File: src/rtl/mem_arbiter_if.sv
// rtl/mem_arbiter_if.sv - fetch, load/store and memory signal bundle for mem_arbiter
interface mem_arbiter_if;
    logic        if_req_i;
    logic [31:0] if_addr_i;
    logic        if_kill_i;
    logic        if_gnt_o;
    logic        if_rvalid_o;
    logic [31:0] if_rdata_o;
    logic        ls_req_i;
    logic        ls_wen_i;
    logic [31:0] ls_addr_i;
    logic [31:0] ls_wdata_i;
    logic        ls_gnt_o;
    logic        ls_rvalid_o;
    logic [31:0] ls_rdata_o;
    logic        mem_en_o;
    logic        mem_wen_o;
    logic [31:0] mem_addr_o;
    logic [31:0] mem_din_o;
    logic [31:0] mem_dout_i;

    modport slave (
        input  if_req_i, if_addr_i, if_kill_i,
        input  ls_req_i, ls_wen_i, ls_addr_i, ls_wdata_i,
        input  mem_dout_i,
        output if_gnt_o, if_rvalid_o, if_rdata_o,
        output ls_gnt_o, ls_rvalid_o, ls_rdata_o,
        output mem_en_o, mem_wen_o, mem_addr_o, mem_din_o
    );

    modport master (
        output if_req_i, if_addr_i, if_kill_i,
        output ls_req_i, ls_wen_i, ls_addr_i, ls_wdata_i,
        output mem_dout_i,
        input  if_gnt_o, if_rvalid_o, if_rdata_o,
        input  ls_gnt_o, ls_rvalid_o, ls_rdata_o,
        input  mem_en_o, mem_wen_o, mem_addr_o, mem_din_o
    );
endinterface

File: src/rtl/mem_arbiter.sv
// rtl/mem_arbiter.sv - fetch vs load/store arbiter for one pipelined single-port memory
module mem_arbiter #(
    parameter int MEM_LATENCY = 1,
    parameter int STARVE_MAX  = 4
) (
    input  logic         clk_i,
    input  logic         rst_i,
    mem_arbiter_if.slave bus
);

    logic [3:0] starve_cnt;
    logic       starve_hit;
    logic       if_gnt;
    logic       ls_gnt;
    logic       push_vld;

    // One entry per memory access in flight: valid read, and whether load/store owns it.
    logic       tag_vld [MEM_LATENCY];
    logic       tag_ls  [MEM_LATENCY];

    always_comb begin
        starve_hit = (starve_cnt == 4'(STARVE_MAX));
        if_gnt     = 1'b0;
        ls_gnt     = 1'b0;
        if (!rst_i) begin
            if (bus.if_req_i && !bus.if_kill_i && (starve_hit || !bus.ls_req_i)) begin
                if_gnt = 1'b1;
            end else if (bus.ls_req_i) begin
                ls_gnt = 1'b1;
            end
        end
        push_vld = if_gnt || (ls_gnt && !bus.ls_wen_i);
    end

    assign bus.if_gnt_o   = if_gnt;
    assign bus.ls_gnt_o   = ls_gnt;
    assign bus.if_rdata_o = bus.mem_dout_i;
    assign bus.ls_rdata_o = bus.mem_dout_i;

    // A killed cycle neither counts as starvation nor forgives it.
    always_ff @(posedge clk_i) begin
        if (rst_i) begin
            starve_cnt <= 4'd0;
        end else if (if_gnt || !bus.if_req_i) begin
            starve_cnt <= 4'd0;
        end else if (!bus.if_kill_i && starve_cnt != 4'hF) begin
            starve_cnt <= starve_cnt + 4'd1;
        end
    end

    always_ff @(posedge clk_i) begin
        if (rst_i) begin
            bus.mem_en_o   <= 1'b0;
            bus.mem_wen_o  <= 1'b0;
            bus.mem_addr_o <= 32'd0;
            bus.mem_din_o  <= 32'd0;
        end else begin
            bus.mem_en_o  <= if_gnt || ls_gnt;
            bus.mem_wen_o <= ls_gnt && bus.ls_wen_i;
            if (ls_gnt) begin
                bus.mem_addr_o <= bus.ls_addr_i;
                bus.mem_din_o  <= bus.ls_wdata_i;
            end else if (if_gnt) begin
                bus.mem_addr_o <= bus.if_addr_i;
            end
        end
    end

    always_ff @(posedge clk_i) begin
        if (rst_i) begin
            for (int i = 0; i < MEM_LATENCY; i++) begin
                tag_vld[i] <= 1'b0;
                tag_ls[i]  <= 1'b0;
            end
            bus.if_rvalid_o <= 1'b0;
            bus.ls_rvalid_o <= 1'b0;
        end else begin
            tag_vld[0] <= push_vld;
            tag_ls[0]  <= ls_gnt;
            for (int i = 1; i < MEM_LATENCY; i++) begin
                tag_vld[i] <= tag_vld[i-1] && !(bus.if_kill_i && !tag_ls[i-1]);
                tag_ls[i]  <= tag_ls[i-1];
            end
            bus.if_rvalid_o <= tag_vld[MEM_LATENCY-1] && !tag_ls[MEM_LATENCY-1] && !bus.if_kill_i;
            bus.ls_rvalid_o <= tag_vld[MEM_LATENCY-1] && tag_ls[MEM_LATENCY-1];
        end
    end

endmodule
File: src/flat_wrapper.sv
// flat-port wrapper written by rule: the top's interface ports become plain ports
module mem_arbiter_flat 
#(
    parameter int MEM_LATENCY = 1,
    parameter int STARVE_MAX  = 4
)
  (clk_i, rst_i, bus_if_req_i, bus_if_addr_i, bus_if_kill_i, bus_ls_req_i, bus_ls_wen_i, bus_ls_addr_i, bus_ls_wdata_i, bus_mem_dout_i, bus_if_gnt_o, bus_if_rvalid_o, bus_if_rdata_o, bus_ls_gnt_o, bus_ls_rvalid_o, bus_ls_rdata_o, bus_mem_en_o, bus_mem_wen_o, bus_mem_addr_o, bus_mem_din_o);
  mem_arbiter_if bus_i ();
  input  logic clk_i;
  input  logic rst_i;
  input wire logic [$bits(bus_i.if_req_i)-1:0] bus_if_req_i;
  input wire logic [$bits(bus_i.if_addr_i)-1:0] bus_if_addr_i;
  input wire logic [$bits(bus_i.if_kill_i)-1:0] bus_if_kill_i;
  input wire logic [$bits(bus_i.ls_req_i)-1:0] bus_ls_req_i;
  input wire logic [$bits(bus_i.ls_wen_i)-1:0] bus_ls_wen_i;
  input wire logic [$bits(bus_i.ls_addr_i)-1:0] bus_ls_addr_i;
  input wire logic [$bits(bus_i.ls_wdata_i)-1:0] bus_ls_wdata_i;
  input wire logic [$bits(bus_i.mem_dout_i)-1:0] bus_mem_dout_i;
  output wire logic [$bits(bus_i.if_gnt_o)-1:0] bus_if_gnt_o;
  output wire logic [$bits(bus_i.if_rvalid_o)-1:0] bus_if_rvalid_o;
  output wire logic [$bits(bus_i.if_rdata_o)-1:0] bus_if_rdata_o;
  output wire logic [$bits(bus_i.ls_gnt_o)-1:0] bus_ls_gnt_o;
  output wire logic [$bits(bus_i.ls_rvalid_o)-1:0] bus_ls_rvalid_o;
  output wire logic [$bits(bus_i.ls_rdata_o)-1:0] bus_ls_rdata_o;
  output wire logic [$bits(bus_i.mem_en_o)-1:0] bus_mem_en_o;
  output wire logic [$bits(bus_i.mem_wen_o)-1:0] bus_mem_wen_o;
  output wire logic [$bits(bus_i.mem_addr_o)-1:0] bus_mem_addr_o;
  output wire logic [$bits(bus_i.mem_din_o)-1:0] bus_mem_din_o;
  assign bus_i.if_req_i = bus_if_req_i;
  assign bus_i.if_addr_i = bus_if_addr_i;
  assign bus_i.if_kill_i = bus_if_kill_i;
  assign bus_i.ls_req_i = bus_ls_req_i;
  assign bus_i.ls_wen_i = bus_ls_wen_i;
  assign bus_i.ls_addr_i = bus_ls_addr_i;
  assign bus_i.ls_wdata_i = bus_ls_wdata_i;
  assign bus_i.mem_dout_i = bus_mem_dout_i;
  assign bus_if_gnt_o = bus_i.if_gnt_o;
  assign bus_if_rvalid_o = bus_i.if_rvalid_o;
  assign bus_if_rdata_o = bus_i.if_rdata_o;
  assign bus_ls_gnt_o = bus_i.ls_gnt_o;
  assign bus_ls_rvalid_o = bus_i.ls_rvalid_o;
  assign bus_ls_rdata_o = bus_i.ls_rdata_o;
  assign bus_mem_en_o = bus_i.mem_en_o;
  assign bus_mem_wen_o = bus_i.mem_wen_o;
  assign bus_mem_addr_o = bus_i.mem_addr_o;
  assign bus_mem_din_o = bus_i.mem_din_o;
  mem_arbiter #(.MEM_LATENCY(MEM_LATENCY), .STARVE_MAX(STARVE_MAX)) u_core (.clk_i(clk_i), .rst_i(rst_i), .bus(bus_i));
endmodule
File: config.mk
export PLATFORM = sky130hd
export DESIGN_NAME = mem_arbiter_flat
export DESIGN_NICKNAME = d
export VERILOG_FILES = /design/src/rtl/mem_arbiter_if.sv /design/src/rtl/mem_arbiter.sv /design/src/flat_wrapper.sv
export SDC_FILE = /design/constraint.sdc
export NUM_CORES = 1
export LEC_CHECK = 0
export CORE_MARGIN = 3
export CORE_UTILIZATION = 33
export DETAILED_ROUTE_END_ITERATION = 10
export GPL_TIMING_DRIVEN = 0
export PLACE_DENSITY = 0.78
export SYNTH_ARGS = -nofsm -noshare
export SYNTH_HDL_FRONTEND = slang
export SYNTH_SLANG_ARGS = --single-unit
File: constraint.sdc
create_clock -name clk_i -period 1.6 [get_ports clk_i]
set_clock_uncertainty 0.05 [all_clocks]
set_input_delay 0.32 -clock clk_i [delete_from_list [all_inputs] [get_ports clk_i]]
set_output_delay 0.32 -clock clk_i [all_outputs]
set_load 0.005 [all_outputs]
==> impl_table.tex, run 1 <==
\begin{tabular}{lr}
\hline
Metric & Value \\
\hline
\multicolumn{2}{l}{\textbf{Outcome}} \\
Status & finished, violations left \\
Violated checks & negative setup slack \\
\multicolumn{2}{l}{\textbf{Finish}} \\
Number of inserted diodes & 0 \\
Fraction of layout instances using a drive strength above 1 & 23.6\% \\
Synth-to-Final Area Change & 80.1\% \\
Area of the multi-input gates & 2010 um2 \\
Final net count & just over 800 \\
Final-layout fill cell count & about 960 \\
Most common cell after layout, fill and taps aside & sky130\_fd\_sc\_hd\_\_clkdlybuf4s50\_1 \\
Area used by sequential logic in the layout & 1490 um2 \\
Layout Cell Area excl Fill & approximately 7300 um2 \\
Most frequent cells in the layout & sky130\_fd\_sc\_hd\_\_clkdlybuf4s50\_1, sky130\_fd\_sc\_hd\_\_buf\_4, sky130\_fd\_sc\_hd\_\_dfxtp\_1 \\
\multicolumn{2}{l}{\textbf{Setup path}} \\
CP Data Required Time & 1.23 ns \\
Peak fanout along the critical path & 2 \\
Data arrival at the endpoint of the critical path & 1.75 ns \\
Kind of critical path & flip-flop to primary output \\
Kind of end point of the critical path & primary output \\
Startpoint types & flip-flop \\
\multicolumn{2}{l}{\textbf{STA}} \\
Relative slew slack & approximately 66\% \\
Minimum period implied by the final worst setup slack & 2.12 ns \\
Hold Slack & 0.363 ns \\
Worst Tran Pin Value & 0.507 ns \\
Peak Freq & 471 MHz \\
Final number of max-transition violations & 0 \\
Final-report setup violation count & 74 \\
Period Utilization, post-route & 133\% \\
Accumulated negative setup slack & -11.99 ns \\
Count of final hold-check violations & 0 \\
Post-route setup slack & -0.522 ns \\
RSZ-0062 raised after global routing & true \\
\multicolumn{2}{l}{\textbf{Detailed routing}} \\
Wire per inst & between 15 and 20 um \\
DRT Wirelength & 12.9 mm \\
Vias after detailed routing & around 3,700 \\
First DRT Iteration DRCs & 121 \\
Post-DRT Antenna Nets & 0 \\
Mean number of vias per cell & 4.47 \\
Length of the first detailed-routing pass in iterations & 7 \\
Detailed-route DRC error count & 0 \\
\multicolumn{2}{l}{\textbf{Clock tree}} \\
Clock tree from TritonCTS & yes \\
Cts bufs inserted & 9 \\
CTS HTree Levels & 3 \\
CTS Buffer Depth & 2 \\
Worst-skew pair later-pin latency & 0.33 ns \\
Clock tree root buffer cell & sky130\_fd\_sc\_hd\_\_clkbuf\_16 \\
Clock-pin slew on the worst setup and hold paths & 0.06 ns \\
Number of clock sinks & 74 \\
\multicolumn{2}{l}{\textbf{Yosys}} \\
Cell count after synthesis & around 420 \\
Part of the Yosys area used for sequential elements & 36.5\% \\
Synthesis-stage register bit count & 74 \\
Synth warnings & 0 \\
Post-synth cell types & 29 \\
Post-Syn Area & roughly 4000 um2 \\
Syn\_nets & 559 \\
Per-instance average area after synthesis & 9.60 um2 \\
\multicolumn{2}{l}{\textbf{Die}} \\
Chip height & 117 um \\
Number of standard-cell rows in the floorplan & 39 \\
Number of top-level pins & about 270 \\
Die area & 13,700 um2 \\
Initial core utilization & 34.7\% \\
Core area & 11,700 um2 \\
Horiz. Die Dim & between 100 and 150 um \\
\multicolumn{2}{l}{\textbf{Global routing}} \\
Maximum number of pins on one net before global-route repair & 12 \\
Via count of the first global-routing pass & roughly 3,900 \\
Antenna violations before repair & 0 \\
GRT Residual Overflow & 0 \\
Overall track demand over capacity in global routing & 17.7\% \\
Wire length of the first global-routing pass & 19.0 mm \\
\multicolumn{2}{l}{\textbf{Pwr}} \\
Power per cell area & about 740 nW/um2 \\
Peak supply drop & 0.416 mV \\
Leak & 0.00334 uW \\
\multicolumn{2}{l}{\textbf{Placement}} \\
DPL Wire Length & 9.88 mm \\
Port bufs & 233 \\
Routability Congestion & 0.749 \\
Area post-placement & 6590 um2 \\
\multicolumn{2}{l}{\textbf{Job}} \\
Number of max-cap violations & 0 \\
\multicolumn{2}{l}{\textbf{Min path}} \\
Type of the tightest min-delay check & flip-flop to flip-flop \\
\hline
\end{tabular}
## critical path, stage by stage, from the launching register on
cell and delay (ns):
sky130_fd_sc_hd__dfxtp_2 0.35, sky130_fd_sc_hd__inv_2 0.05, sky130_fd_sc_hd__ha_4 0.14, sky130_fd_sc_hd__and3b_2 0.20
sky130_fd_sc_hd__o21a_1 0.20, sky130_fd_sc_hd__buf_6 0.13, sky130_fd_sc_hd__buf_12 0.12, sky130_fd_sc_hd__nor3_4 0.09
sky130_fd_sc_hd__buf_2 0.14
## routing by layer
metal	part of all wire (%)	track usage, %	vias to the layer above
li1	-	-	1848
met1	37	19.4	1723
met2	52	32.1	163
met3	9.0	5.86	15
met4	1.4	5.81	0
met5	0	0	-
## per-stage QoR
stage / setup WS, ns / std cells / power, uW / utilization [%]
floorplan: -0.0678 / 423 / 2570 / -
global placement: -0.985 / 799 / 3270 / 56.3
detailed placement: -1.01 / 799 / 3300 / 56.3
CTS: -0.532 / 835 / 5450 / 61.3
global route: -0.591 / 838 / 5650 / 62.4
finish: -0.522 / 838 / 5400 / 62.4
## flip-flops by register name, indices dropped and copies added, names as in the netlist
register                count
u_core.starve_cnt           4
u_core.bus.mem_wen_o        1
u_core.bus.mem_addr_o      32
u_core.tag_vld              1
u_core.bus.if_rvalid_o      1
u_core.bus.mem_en_o         1
u_core.bus.mem_din_o       32
u_core.bus.ls_rvalid_o      1
u_core.tag_ls               1
## where the power goes
| group | switching (uW) | internal [uW] | total (uW) |
|---|---|---|---|
| Sequential | 60.7 | 1960 | 2020 |
| Combinational | 403 | 909 | 1310 |
| Clock | 770 | 1290 | 2060 |
| Total | 1230 | 4170 | 5400 |
## final cells by class
type | count | area share, %
Sequential cell | 74 | 20.3
Tap cell | 143 | 2.45
Clock inverter | 2 | 0.479
Multi-Input combinational cell | 254 | 27.5
Buffer | 89 | 8.98
Inverter | 5 | 0.257
Clock buffer | 14 | 3.61
Timing Repair Buffer | 257 | 36.4
## worst paths after layout
path	startpoint	endpoint	slack (ns)	cells after the start
worst max-delay path	u_core.starve_cnt[0]	bus_ls_gnt_o	-0.52	8
worst min register to register	u_core.tag_ls[0]	u_core.bus.if_rvalid_o	0.36	1
worst min-delay path	u_core.tag_ls[0]	u_core.bus.if_rvalid_o	0.36	1
worst max register to register	u_core.starve_cnt[0]	u_core.bus.mem_addr_o[30]	-0.24	8
## cells by family (layout without fill, tap and decap cells)
kind of cell	Yosys count	after routing	share of synthesized area [%]
XOR/XNOR	1	1	0.216
flip-flops	74	74	36.5
AND/OR/NAND/NOR	145	145	20.5
AO/OA/AOI/OAI	9	9	1.45
buffers and inverters	95	367	15.6
adder cells (fa/ha/maj)	2	2	0.616
multiplexers	97	97	25.2
## cell usage after synthesis
master | count | area [um2]
sky130_fd_sc_hd__a211oi_1 | 1 | 7.51
sky130_fd_sc_hd__a21oi_1 | 3 | 15.0
sky130_fd_sc_hd__a21oi_2 | 1 | 8.76
sky130_fd_sc_hd__a31oi_1 | 1 | 6.26
sky130_fd_sc_hd__and3b_1 | 2 | 17.5
sky130_fd_sc_hd__buf_1 | 2 | 7.51
sky130_fd_sc_hd__buf_2 | 8 | 40.0
sky130_fd_sc_hd__buf_4 | 67 | 503
sky130_fd_sc_hd__buf_6 | 2 | 22.5
sky130_fd_sc_hd__clkbuf_1 | 11 | 41.3
sky130_fd_sc_hd__dfxtp_1 | 74 | 1480
sky130_fd_sc_hd__ha_1 | 2 | 25.0
sky130_fd_sc_hd__inv_1 | 4 | 15.0
sky130_fd_sc_hd__inv_2 | 1 | 3.75
sky130_fd_sc_hd__mux2_2 | 29 | 327
sky130_fd_sc_hd__mux2_4 | 3 | 45.0
sky130_fd_sc_hd__mux2i_1 | 65 | 651
sky130_fd_sc_hd__nand2_1 | 2 | 7.51
sky130_fd_sc_hd__nand2b_1 | 66 | 413
sky130_fd_sc_hd__nor2_1 | 33 | 124
sky130_fd_sc_hd__nor2b_1 | 33 | 206
sky130_fd_sc_hd__nor3_1 | 5 | 25.0
sky130_fd_sc_hd__nor4_2 | 1 | 12.5
sky130_fd_sc_hd__nor4b_1 | 2 | 17.5
sky130_fd_sc_hd__o21a_1 | 1 | 7.51
sky130_fd_sc_hd__o21ai_0 | 1 | 5.00
sky130_fd_sc_hd__o41ai_1 | 1 | 8.76
sky130_fd_sc_hd__or4_1 | 1 | 7.51
sky130_fd_sc_hd__xnor2_1 | 1 | 8.76
## repair_timing
item	4_1_cts	5_1_grt
pin swaps	5	4
hold buffers	0	0
gates cloned	3	2
resized for setup	37	26
endpoints found under the setup margin	70	91
buffers inserted	17	3
Power figures use the tool's default switching activity.
==> run 2: changes to the inputs <==
- CORE_UTILIZATION: 33 -> 34
- CTS_BUF_LIST: default -> sky130_fd_sc_hd__clkbuf_2
- PLACE_DENSITY: 0.78 -> 0.77
==> run 2 against run 1 <==
  * The flow still finishes with violations (negative setup slack)
  * Global-route usage is 0.60 points higher
  * Combinational power is essentially flat
  * Fmax decreased by 8.1%
  * Critical path depth unchanged
  * Die area is 2.8% lower
  * Clock power down 57%
  * Routed wire length hardly changed
  * Via count grew 0.48%
  * Non-clock buffer count rose by 9
  * Core utilization is 0.14 points lower
  * Register-to-register slack got worse by 0.11 ns
==> impl_table.tex, run 2 (synthesized netlist as in run 1, its figures left out) <==
\begin{tabular}{lr}
\hline
Metric & Value \\
\hline
\multicolumn{2}{l}{\textbf{Outcome}} \\
Status & finished, violations left \\
Violated checks & negative setup slack \\
\multicolumn{2}{l}{\textbf{Detailed routing}} \\
Detailed-route DRC error count & 0 \\
First DRT Iteration DRCs & 85 \\
DRT Wirelength & 12.9 mm \\
Vias after detailed routing & 3,767 \\
Wire per inst & between 15 and 20 um \\
Post-DRT Antenna Nets & 0 \\
Mean number of vias per cell & 4.45 \\
Length of the first detailed-routing pass in iterations & 4 \\
\multicolumn{2}{l}{\textbf{Setup path}} \\
Chain of cells forming the critical path & inv\_2, ha\_2, and3b\_2, o21a\_1, buf\_6, buf\_12, nor3\_4, buf\_2 \\
Worst flop-to-flop path startpoint & u\_core.starve\_cnt[0] \\
FF-to-FF setup slack & -0.35 ns \\
Total buffers and inverters traversed by the critical path & 4 \\
R2r endpoint & u\_core.bus.mem\_din\_o[12] \\
Data arrival at the endpoint of the critical path & 1.94 ns \\
CP Data Required Time & 1.23 ns \\
Startpoint types & flip-flop \\
Kind of critical path & flip-flop to primary output \\
Stage delay of the slowest cell on the critical path & 0.37 ns \\
Register-to-Register Path Depth & 11 \\
Kind of end point of the critical path & primary output \\
Peak fanout along the critical path & 2 \\
Critical-path top delay cell & sky130\_fd\_sc\_hd\_\_dfxtp\_2 \\
Critical path's top delay family & buffers and inverters \\
\multicolumn{2}{l}{\textbf{Min path}} \\
Type of the tightest min-delay check & input pin to flip-flop \\
Hold EP & u\_core.tag\_ls[0] \\
Worst hold path startpoint & bus\_ls\_req\_i \\
Number of cells on the worst hold path & 3 \\
\multicolumn{2}{l}{\textbf{Global routing}} \\
Wire length of the first global-routing pass & 19.1 mm \\
Overall track demand over capacity in global routing & a little under a fifth \\
Antenna violations before repair & 0 \\
GRT Residual Overflow & 0 \\
Via count of the first global-routing pass & 3,897 \\
Maximum number of pins on one net before global-route repair & 12 \\
\multicolumn{2}{l}{\textbf{Clock tree}} \\
Clock tree root buffer cell & sky130\_fd\_sc\_hd\_\_clkbuf\_2 \\
CTS Buffer Depth & 2 \\
Worst-skew pair later-pin latency & 0.52 ns \\
Cts bufs inserted & 9 \\
Number of clock sinks & 74 \\
Clock tree from TritonCTS & yes \\
Clock-pin slew on the worst setup and hold paths & about 0.22 ns \\
CTS HTree Levels & 3 \\
\multicolumn{2}{l}{\textbf{STA}} \\
Worst Tran Pin Value & 0.466 ns \\
Count of final hold-check violations & 0 \\
Peak Freq & 433 MHz \\
Final-report setup violation count & 71 \\
Minimum period implied by the final worst setup slack & 2.31 ns \\
Post-route setup slack & -0.709 ns \\
Final number of max-transition violations & 0 \\
RSZ-0062 raised after global routing & true \\
Hold Slack & 0.205 ns \\
Relative slew slack & 69.0\% \\
Period Utilization, post-route & 144\% \\
\multicolumn{2}{l}{\textbf{Finish}} \\
Synth-to-Final Area Change & 77.5\% \\
Fraction of layout instances using a drive strength above 1 & 34.4\% \\
Registers with the most flip-flops & u\_core.bus.mem\_addr\_o (32), u\_core.bus.mem\_din\_o (32), u\_core.starve\_cnt (4) \\
Most common cell after layout, fill and taps aside & sky130\_fd\_sc\_hd\_\_clkdlybuf4s50\_1 \\
Number of inserted diodes & 0 \\
Post-layout util & 62.3\% \\
Final-layout fill cell count & 970 \\
Final net count & roughly 840 \\
Most frequent cells in the layout & sky130\_fd\_sc\_hd\_\_clkdlybuf4s50\_1, sky130\_fd\_sc\_hd\_\_buf\_4, sky130\_fd\_sc\_hd\_\_dfxtp\_2 \\
\multicolumn{2}{l}{\textbf{Job}} \\
Number of max-cap violations & 0 \\
\multicolumn{2}{l}{\textbf{Placement}} \\
Routability Congestion & between 0.7 and 0.8 \\
Port bufs & roughly 230 \\
DPL Wire Length & 9.88 mm \\
\multicolumn{2}{l}{\textbf{Die}} \\
Number of standard-cell rows in the floorplan & 39 \\
Horiz. Die Dim & 115 um \\
Core area & 11,600 um2 \\
Chip height & 115 um \\
Die area & 13,300 um2 \\
Number of top-level pins & 268 \\
Initial core utilization & between 30\% and 40\% \\
\multicolumn{2}{l}{\textbf{Pwr}} \\
Peak supply drop & around 0.38 mV \\
Leak & 0.00318 uW \\
Power per cell area & approximately 580 nW/um2 \\
\hline
\end{tabular}
## run 2: how the worst max path moves through the flow
stage	startpoint	slack [ns]	to	depth (start not counted)
after detailed placement	bus_if_kill_i	-0.96	bus_ls_gnt_o	7
after global routing	u_core.starve_cnt[0]	-0.88	bus_ls_gnt_o	8
after floorplan	u_core.starve_cnt[0]	-0.07	bus_ls_gnt_o	7
final	u_core.starve_cnt[0]	-0.71	bus_ls_gnt_o	8
after global placement	bus_if_kill_i	-0.97	bus_ls_gnt_o	7
after CTS	u_core.starve_cnt[0]	-0.77	bus_ls_gnt_o	8
## run 2: area by class of cell
cell class	count	area [um2]	area share [%]
multi-input cells	254	2000	27.8
clock buffers	12	60.1	0.833
repair buffers	265	2690	37.3
inverters	5	18.8	0.260
plain buffers	90	671	9.31
flip-flops and latches	74	1570	21.8
clock inverters	4	18.8	0.260
well taps	143	179	2.48
## run 2: worst reg2reg max path, cell delays in order, from the launching register on
cell,delay (ns)
sky130_fd_sc_hd__dfxtp_2,0.37
sky130_fd_sc_hd__inv_2,0.03
sky130_fd_sc_hd__ha_2,0.16
sky130_fd_sc_hd__and3b_2,0.21
sky130_fd_sc_hd__buf_4,0.14
sky130_fd_sc_hd__buf_6,0.11
sky130_fd_sc_hd__buf_6,0.11
sky130_fd_sc_hd__a21oi_4,0.15
sky130_fd_sc_hd__buf_12,0.15
sky130_fd_sc_hd__buf_12,0.12
sky130_fd_sc_hd__buf_12,0.11
sky130_fd_sc_hd__mux2i_1,0.18
## run 2: layer usage
layer  global-route usage (%)  up-vias  wire (um)  part of all wire (%)
met4                     6.10        0        227                   1.8
met5                        0        -          0                     0
met3                     7.37       21       1180                   9.1
li1                         -     1867          -                     -
met1                     19.9     1716       4830                    37
met2                     32.4      163       6700                    52
## run 2: through the flow
step                      setup slack, ns  instance area (um2)  std cells  total power [uW]  TNS, ns
final                              -0.709                 7210        847              4210   -16.48
after global routing               -0.875                 7210        847              4450   -22.09
after CTS                          -0.768                 7100        844              4240   -11.43
after detailed placement           -0.965                 6590        799              3310   -33.24
after global placement             -0.972                 6590        799              3270   -32.50
after floorplan                   -0.0678                 4080        423              2570   -0.200
## run 2: power by group
part	internal (uW)	switching [uW]
clock network	212	665
logic	880	409
registers	1990	60.6
total	3080	1130
## run 2: timing repair
action	CTS	global route
cloned	4	2
resized for setup	172	69
endpoints found under the setup margin	137	127
pin swaps	5	4
hold buffers	0	0
buffers inserted	25	4
==> run 3: changes to the inputs <==
- MAX_ROUTING_LAYER: default -> met4
- PLACE_DENSITY: 0.77 -> 0.8
==> run 3 against run 2 <==
  * The run still ends with negative setup slack left
  * Fmax up 0.43%
  * Final cell count is 0.35% lower
  * Hold slack better by 0.039 ns
  * Via count increased by 2.2%
  * Routed wire length fell by 1.8%
  * Global-route usage hardly changed
  * Register-to-register slack improved by 0.05 ns
  * Critical path depth unchanged
  * Non-clock buffer count fell by 2
  * Worst setup slack better by 0.0098 ns
  * Final area fell by 1.2%
  * Critical endpoint unchanged
  * Highest routed layer unchanged
==> impl_table.tex, run 3 (synthesized netlist as in run 1, its figures left out) <==
\begin{tabular}{lr}
\hline
Metric & Value \\
\hline
\multicolumn{2}{l}{\textbf{Outcome}} \\
Status & finished, violations left \\
Violated checks & negative setup slack \\
\multicolumn{2}{l}{\textbf{Clock tree}} \\
Hold\_buf cts & 0 \\
Worst-skew pair later-pin latency & 0.50 ns \\
CTS Buffer Depth & 2 \\
Clock-pin slew on the worst setup and hold paths & 0.20 ns \\
CTS HTree Levels & 3 \\
Cts bufs inserted & 9 \\
Clock tree from TritonCTS & yes \\
Number of clock sinks & 74 \\
Clock tree root buffer cell & sky130\_fd\_sc\_hd\_\_clkbuf\_2 \\
\multicolumn{2}{l}{\textbf{Finish}} \\
Area of the multi-input gates & 2020 um2 \\
Final-layout fill cell count & $\sim$1,000 \\
Registers with the most flip-flops & u\_core.bus.mem\_addr\_o (32), u\_core.bus.mem\_din\_o (32), u\_core.starve\_cnt (4) \\
Final net count & between 800 and 900 \\
Most frequent cells in the layout & sky130\_fd\_sc\_hd\_\_clkdlybuf4s50\_1, sky130\_fd\_sc\_hd\_\_buf\_4, sky130\_fd\_sc\_hd\_\_dlygate4sd2\_1, sky130\_fd\_sc\_hd\_\_dfxtp\_2, sky130\_fd\_sc\_hd\_\_nand2b\_1 \\
Fraction of layout instances using a drive strength above 1 & 33.2\% \\
Layout Cell Area excl Fill & 7120 um2 \\
Number of inserted diodes & 0 \\
Most common cell after layout, fill and taps aside & sky130\_fd\_sc\_hd\_\_clkdlybuf4s50\_1 \\
Synth-to-Final Area Change & 75.3\% \\
Post-layout util & around 60\% \\
Area used by sequential logic in the layout & about 1600 um2 \\
\multicolumn{2}{l}{\textbf{Die}} \\
Initial core utilization & a little over a third \\
Chip height & around 120 um \\
Die area & around 13,000 um2 \\
Number of standard-cell rows in the floorplan & 39 \\
Horiz. Die Dim & $\sim$120 um \\
Core area & 11,600 um2 \\
Number of top-level pins & approximately 270 \\
\multicolumn{2}{l}{\textbf{Setup path}} \\
Register-to-Register Path Depth & 10 \\
CP Data Required Time & 1.23 ns \\
Kind of critical path & flip-flop to primary output \\
Number of cells on the critical path & 8 \\
Total buffers and inverters traversed by the critical path & 4 \\
R2r endpoint & u\_core.bus.mem\_din\_o[29] \\
Kind of end point of the critical path & primary output \\
FF-to-FF setup slack & -0.30 ns \\
Chain of cells forming the critical path & inv\_2, ha\_4, and3b\_2, o21a\_1, buf\_6, buf\_12, nor3\_4, buf\_2 \\
Critical path's top delay family & buffers and inverters \\
Worst flop-to-flop path startpoint & u\_core.starve\_cnt[1] \\
Critical-path top delay cell & sky130\_fd\_sc\_hd\_\_dfxtp\_2 \\
Peak fanout along the critical path & 2 \\
Data arrival at the endpoint of the critical path & 1.93 ns \\
Startpoint types & flip-flop \\
Stage delay of the slowest cell on the critical path & 0.38 ns \\
\multicolumn{2}{l}{\textbf{STA}} \\
Worst Tran Pin Value & 0.541 ns \\
Period Utilization, post-route & 144\% \\
RSZ-0062 raised after global routing & true \\
Minimum period implied by the final worst setup slack & between 2 and 2.5 ns \\
Relative slew slack & 63.4\% \\
Final number of max-transition violations & 0 \\
Peak Freq & 435 MHz \\
Count of final hold-check violations & 0 \\
Post-route setup slack & -0.699 ns \\
Final-report setup violation count & 72 \\
Accumulated negative setup slack & -15.05 ns \\
\multicolumn{2}{l}{\textbf{Detailed routing}} \\
Vias after detailed routing & 3,850 \\
Mean number of vias per cell & roughly 4.6 \\
First DRT Iteration DRCs & 145 \\
DRT Wirelength & between 10 and 15 mm \\
Detailed-route DRC error count & 0 \\
Post-DRT Antenna Nets & 0 \\
Length of the first detailed-routing pass in iterations & 4 \\
Wire per inst & between 15 and 20 um \\
\multicolumn{2}{l}{\textbf{Global routing}} \\
Wire length of the first global-routing pass & 18.8 mm \\
Antenna violations before repair & 0 \\
Maximum number of pins on one net before global-route repair & 12 \\
Overall track demand over capacity in global routing & 18.3\% \\
GRT Residual Overflow & 0 \\
Via count of the first global-routing pass & 3,899 \\
\multicolumn{2}{l}{\textbf{Placement}} \\
Routability Congestion & 0.760 \\
Port bufs & 233 \\
Setup Slack @ Placement & -1.01 ns \\
DPL Wire Length & 9.57 mm \\
Area post-placement & between 6000 and 7000 um2 \\
\multicolumn{2}{l}{\textbf{Pwr}} \\
Peak supply drop & around 0.34 mV \\
Leak & 0.00330 uW \\
Power per cell area & 581 nW/um2 \\
\multicolumn{2}{l}{\textbf{Min path}} \\
Hold EP & u\_core.tag\_ls[0] \\
Worst hold path startpoint & bus\_ls\_req\_i \\
Number of cells on the worst hold path & 3 \\
Type of the tightest min-delay check & input pin to flip-flop \\
\multicolumn{2}{l}{\textbf{Job}} \\
Number of max-cap violations & 0 \\
\hline
\end{tabular}
run 3: worst max-delay path by stage:
stage	slack, ns	to	startpoint
3_5_place_dp	-1.01	bus_ls_gnt_o	bus_if_kill_i
4_1_cts	-0.75	bus_ls_gnt_o	u_core.starve_cnt[1]
2_1_floorplan	-0.07	bus_ls_gnt_o	u_core.starve_cnt[0]
5_1_grt	-0.80	bus_ls_gnt_o	u_core.starve_cnt[0]
3_3_place_gp	-0.96	bus_ls_gnt_o	bus_if_kill_i
6_report	-0.70	bus_ls_gnt_o	u_core.starve_cnt[1]
run 3: worst min-delay path, cell delays in order:
cell and delay [ns]:
sky130_fd_sc_hd__buf_2 0.17, sky130_fd_sc_hd__inv_2 0.19, sky130_fd_sc_hd__nor3_1 0.07
run 3: metal layers:
metal	routed length [um]	global-route usage, %	vias up
met4	254	6.73	0
met3	974	4.42	20
met5	0	-	-
met2	6500	31.6	179
met1	4980	20.5	1790
li1	-	-	1861
run 3: through the flow:
step / std cells / total power, uW / hold slack, ns
2_1_floorplan: 423 / 2570 / 0.340
3_3_place_gp: 799 / 3270 / 0.354
3_5_place_dp: 799 / 3300 / 0.361
4_1_cts: 842 / 4180 / 0.173
5_1_grt: 844 / 4350 / 0.185
6_report: 844 / 4140 / 0.244
run 3: repair_timing:
action,4_1_cts,5_1_grt
gates resized for setup,175,16
gates cloned,5,0
pin swaps,4,7
endpoints found under the setup margin,138,73
buffers inserted,24,5
run 3: cell type report:
class	instances	area share (%)
Sequential cell	74	22.0
Clock buffer	9	0.633
Tap cell	143	2.51
Buffer	90	9.42
Timing Repair Buffer	263	36.4
Multi-Input combinational cell	254	28.4
Inverter	5	0.264
Clock inverter	6	0.352
run 3: where the power goes:
| group | switching (uW) | leakage [uW] | internal, uW |
|---|---|---|---|
| clock | 661 | 0.0000515 | 172 |
| combinational | 407 | 0.00261 | 855 |
| sequential | 58.8 | 0.000635 | 1980 |
| total | 1130 | 0.00330 | 3010 |
